`src/rtl/vga_pkg.sv`:
```
// rtl/vga_pkg.sv - shared image geometry and writer state type for the VGA image RAM
package vga_pkg;

    // Image geometry shared by the frame buffer writer and the pixel printer
    localparam int IMG_W     = 100;
    localparam int IMG_H     = 100;
    localparam int HDR_WORDS = 3;
    localparam int PIX_BASE  = HDR_WORDS;
    localparam int PIX_LAST  = PIX_BASE + IMG_W * IMG_H - 1;

    // Image RAM geometry
    localparam int ADDR_W = 14;
    localparam int DATA_W = 8;

    typedef enum logic [1:0] {
        IDLE   = 2'd0,
        HDR    = 2'd1,
        PIXELS = 2'd2,
        DONE   = 2'd3
    } fbw_state_t;

endpackage

```
`src/rtl/frame_buffer_writer.sv`:
```
// rtl/frame_buffer_writer.sv - writes header plus one pixel stream frame into the image RAM
module frame_buffer_writer #(
    parameter int IMG_W     = vga_pkg::IMG_W,
    parameter int IMG_H     = vga_pkg::IMG_H,
    parameter int HDR_WORDS = vga_pkg::HDR_WORDS,
    parameter int ADDR_W    = vga_pkg::ADDR_W,
    parameter int DATA_W    = vga_pkg::DATA_W
) (
    input  logic              vga_clk,
    input  logic              rst,
    input  logic              start,
    input  logic              abort,
    input  logic              s_valid,
    input  logic [DATA_W-1:0] s_data,
    input  logic              s_last,
    output logic              s_ready,
    output logic              mem_we,
    output logic [ADDR_W-1:0] mem_addr,
    output logic [DATA_W-1:0] mem_wdata,
    output logic              busy,
    output logic              done,
    output logic              err_len
);

    import vga_pkg::*;

    // Pixels follow the header directly; the pixel counter runs 0..NPIX-1
    localparam int BASE_ADDR = HDR_WORDS;
    localparam int NPIX      = IMG_W * IMG_H;
    localparam int HIDX_W    = $clog2(HDR_WORDS + 1);

    fbw_state_t        state_q, state_d;
    logic [HIDX_W-1:0] hdr_idx_q, hdr_idx_d;
    logic [ADDR_W-1:0] cnt_q, cnt_d;
    logic [7:0]        frame_id_q, frame_id_d;
    logic              mem_we_q, mem_we_d;
    logic [ADDR_W-1:0] mem_addr_q, mem_addr_d;
    logic [DATA_W-1:0] mem_wdata_q, mem_wdata_d;
    logic              err_len_q, err_len_d;
    logic              final_beat;

    // Header word contents: width, height, frame id, then zero padding
    function automatic logic [DATA_W-1:0] hdr_word(input logic [HIDX_W-1:0] idx,
                                                   input logic [7:0]        fid);
        logic [DATA_W-1:0] w;
        w = '0;
        case (idx)
            HIDX_W'(0): w = DATA_W'(IMG_W);
            HIDX_W'(1): w = DATA_W'(IMG_H);
            HIDX_W'(2): w = DATA_W'(fid);
            default:    w = '0;
        endcase
        return w;
    endfunction

    // Next-state, counters and the RAM write port contents for the coming edge
    always_comb begin
        state_d     = state_q;
        hdr_idx_d   = hdr_idx_q;
        cnt_d       = cnt_q;
        frame_id_d  = frame_id_q;
        mem_we_d    = 1'b0;
        mem_addr_d  = mem_addr_q;
        mem_wdata_d = mem_wdata_q;
        err_len_d   = err_len_q;
        final_beat  = (cnt_q == ADDR_W'(NPIX - 1));

        if (abort) begin
            // Abort wins over start and beats; the partial frame stays in RAM
            state_d   = IDLE;
            hdr_idx_d = '0;
            cnt_d     = '0;
        end else begin
            case (state_q)
                IDLE: begin
                    if (start) begin
                        state_d   = HDR;
                        err_len_d = 1'b0;
                        hdr_idx_d = '0;
                        cnt_d     = '0;
                    end
                end
                HDR: begin
                    mem_we_d    = 1'b1;
                    mem_addr_d  = ADDR_W'(hdr_idx_q);
                    mem_wdata_d = hdr_word(hdr_idx_q, frame_id_q);
                    if (hdr_idx_q == HIDX_W'(HDR_WORDS - 1)) begin
                        state_d   = PIXELS;
                        hdr_idx_d = '0;
                    end else begin
                        hdr_idx_d = hdr_idx_q + HIDX_W'(1);
                    end
                end
                PIXELS: begin
                    // s_ready is high for the whole state, so s_valid alone is a beat
                    if (s_valid) begin
                        mem_we_d    = 1'b1;
                        mem_addr_d  = ADDR_W'(BASE_ADDR) + cnt_q;
                        mem_wdata_d = s_data;
                        cnt_d       = cnt_q + ADDR_W'(1);
                        if (final_beat || s_last) begin
                            state_d = DONE;
                        end
                        if (final_beat != s_last) begin
                            err_len_d = 1'b1;
                        end
                    end
                end
                DONE: begin
                    frame_id_d = frame_id_q + 8'd1;
                    state_d    = IDLE;
                end
                default: begin
                    state_d = IDLE;
                end
            endcase
        end
    end

    // State, counters and registered RAM write port
    always_ff @(posedge vga_clk or negedge rst) begin
        if (!rst) begin
            state_q     <= IDLE;
            hdr_idx_q   <= '0;
            cnt_q       <= '0;
            frame_id_q  <= '0;
            mem_we_q    <= 1'b0;
            mem_addr_q  <= '0;
            mem_wdata_q <= '0;
            err_len_q   <= 1'b0;
        end else begin
            state_q     <= state_d;
            hdr_idx_q   <= hdr_idx_d;
            cnt_q       <= cnt_d;
            frame_id_q  <= frame_id_d;
            mem_we_q    <= mem_we_d;
            mem_addr_q  <= mem_addr_d;
            mem_wdata_q <= mem_wdata_d;
            err_len_q   <= err_len_d;
        end
    end

    // Status outputs decoded from state; done is suppressed when aborted in DONE
    always_comb begin
        s_ready   = (state_q == PIXELS);
        busy      = (state_q == HDR) || (state_q == PIXELS);
        done      = (state_q == DONE) && !abort;
        mem_we    = mem_we_q;
        mem_addr  = mem_addr_q;
        mem_wdata = mem_wdata_q;
        err_len   = err_len_q;
    end

endmodule

```
`config.mk`:
```
export PLATFORM = sky130hd
export DESIGN_NAME = frame_buffer_writer
export DESIGN_NICKNAME = d
export VERILOG_FILES = /design/src/rtl/vga_pkg.sv /design/src/rtl/frame_buffer_writer.sv
export SDC_FILE = /design/constraint.sdc
export NUM_CORES = 1
export LEC_CHECK = 0
export CAP_MARGIN = 0
export CORE_MARGIN = 1.5
export CORE_UTILIZATION = 54
export CTS_CLUSTER_DIAMETER = 60
export DETAILED_ROUTE_END_ITERATION = 8
export MAX_ROUTING_LAYER = met4
export PLACE_DENSITY = 0.82
export SETUP_SLACK_MARGIN = 0.02
export SLEW_MARGIN = 20
export SYNTH_ARGS = -nofsm -noshare
export SYNTH_HDL_FRONTEND = slang
export SYNTH_SLANG_ARGS = --single-unit
```
`constraint.sdc`:
```
create_clock -name vga_clk -period 2.7 [get_ports vga_clk]
set_input_delay 0.405 -clock vga_clk [delete_from_list [all_inputs] [get_ports vga_clk]]
set_output_delay 0.405 -clock vga_clk [all_outputs]
set_load 0.02 [all_outputs]
```
==> reports/metrics.csv <==
metric,value,unit
h-tree-depth,2,
crit_chain,inv_2 > ha_1 > clkdlybuf4s50_1,
nFillCells,381,
vias,2187,
clock_sinks,50,
numCtsBuffers,5,
syn_nets,299,
drv_cap,0,
rsz0062_at_grt,no,
cts.clk_slew.worst_paths,90,ps
synthFlopType,dfrtp_1,
hold_buffers,0,
cts_tree,done,
max_clock_freq,397,MHz
max-slew-margin-rel,59.3,%
cts-root-buf,clkbuf_8,
synth_seq_area_share,47.1,%
tns,0,ps
period_needed,2520,ps
vdd_drop_max,0.000615,V
grt_max_degree,29,
synth-seq-cells,50,
r2r_slack,400,ps
grt_pass1_vias,2020,
finalMaxSlewViolations,0,
rr_endpoint,mem_wdata[7],
drive_gt1_share,6.71,%
drt-total-wl,5660,um
antenna_found_initial,0,
wl_per_cell,14.9,um
status,completed,
drtIter0Drc,135,
pin_count,41,
chipWidth,73.2,um
endpoint_kind,output pin,
power.leakage,1.31,nW
worst_pin_slew,610,ps
power_density,680,nW/um2
ys_types,49,
first_pass_iters,4,
drc,0,
start_util,56.3,%
syn_avg_cell_area,9.60,um2
slowest_delay,700,ps
synth_edf_count,0,
setup_viol,0,
syn_to_final_growth,20.6,%
vias_per_cell,5.76,
utilization,67.9,%
path_max_fanout,12,
fin_nets,335,
overflow,0,
ant_nets,0,
place_hpwl,4180,um
place.gp.congestion,0.885,
synth_area,2660,um2
clock_path_buffers,2,
diodes,0,
core-area,4720,um2
pre_cts_ws,411,ps
final_design_area_no_fill,3210,um2
min_path_type,in2async,
setup_ws,184,ps
fp.dieH,73.2,um
reg2reg_depth,6,
fin_crit_sh,93.2,%
synthArstFlopShare,100,%
finalHoldViolations,0,
r2r_start,state_q[0],
netlist_instances,277,
cts_setup_buffers,0,
dpl-instance-area,3090,um2
final.setup_skew,8.60,ps
start_kind,register,
yosys_warnings,0,
grt_pass1_wl,9420,um
grt_usage,23.5,%
crit_slowest_cell,clkdlybuf4s50_1,
port_buffers,40,
insertion_delay,300,ps
die-area,5350,um2
critPathKind,reg2out,
cts-resized-gates,0,
cp.arrival,2110,ps
cp.required,2300,ps
num_rows,25,
layout by cell type (no fill, tap or decap), types with 7 or more instances in the layout:
cell type        Yosys  layout
dfrtp_1             50      50
clkdlybuf4s50_1      0      39
nand2_1             30      30
o21ai_0             29      29
a21oi_1             17      17
nor2_1              14      14
xnor2_1             14      14
inv_1               13      13
ha_1                 8       8
nand3_1              7       7
layer usage:
| layer | global-route usage (%) | up-vias | share of wire [%] |
|---|---|---|---|
| li1 | - | 1067 | - |
| met1 | 31.6 | 1036 | 46 |
| met2 | 36.3 | 79 | 47 |
| met3 | 4.28 | 5 | 5.1 |
| met4 | 6.92 | 0 | 1.3 |
| met5 | - | - | 0 |
registers in the layout (all words and copies together) (netlist names):
name and cells:
mem_addr 14, hdr_idx_q 2, cnt_q 14, err_len 1
state_q 2, frame_id_q 8, mem_we 1, mem_wdata 8
cells in the mapped netlist (all sizes together), types with 5 or more instances:
cell    count  share of area [%]
o21ai      30                5.8
dfrtp      50                 47
buf        10                2.2
xnor2      14                4.6
a21oi      17                3.2
nand2      30                4.2
nand3       8                1.7
clkbuf      6               0.85
nand4       5                1.2
and3        5                1.2
o31ai       6                1.7
ha          8                3.8
xor2        6                2.0
nor3        5               0.94
inv        14                2.0
nor2       14                2.0
or4         5                1.4
power breakdown:
group / switching (W) / leakage (nW) / internal (W) / total [W]
sequential: 0.0000716 / 0.686 / 0.000831 / 0.000903
clock: 0.000238 / 0.0573 / 0.000297 / 0.000534
combinational: 0.000439 / 0.563 / 0.000306 / 0.000745
cell families (layout without fill, tap and decap cells):
kind of cell               count (synthesis)  in the layout  synth area share (%)
AOI/OAI and AO/OA                         69             69                  16.7
xor gates and xnor gates                  20             20                  6.59
adders and majority gates                  8              8                  3.76
buffers and inverters                     31             67                  5.18
DFF                                       50             50                  47.1
muxes                                      4              4                  1.55
and+or+nand+nor                           95             95                  19.2
metrics by stage:
stage          instances  total power [W]  hold WS, ps
6_report             380          0.00218         62.1
3_3_place_gp         373          0.00165          401
2_1_floorplan        277          0.00139          109
4_1_cts              380          0.00219         83.4
3_5_place_dp         373          0.00166          413
5_1_grt              380          0.00231          102
final cells by class:
class                   count  area [um2]  share of cell area [%]
multi-input cells         196        1270                    39.6
flip-flops and latches     50        1250                    39.0
repair buffers             45         433                    13.5
well taps                  67        83.8                    2.61
clock buffers               6        82.6                    2.58
inverters                  15        56.3                    1.76
clock inverters             1        30.0                   0.936
worst max path at each step:
stage / startpoint / to / slack, ps / depth (start not counted)
final: state_q[0] / s_ready / 180 / 3
after global placement: state_q[0] / mem_wdata[7] / 450 / 6
after detailed placement: state_q[0] / mem_wdata[7] / 410 / 6
after global routing: state_q[0] / s_ready / 90 / 3
after CTS: state_q[0] / s_ready / 180 / 3
after floorplan: state_q[0] / cnt_q[11] / 680 / 7
critical path, delay by kind of cell, from the launching register on:
family	cells	cell delay [ps]
buffers and inverters	2	860
adder cells (fa/ha/maj)	1	470
flip-flops	1	480
(Power assumes the default switching activity.)
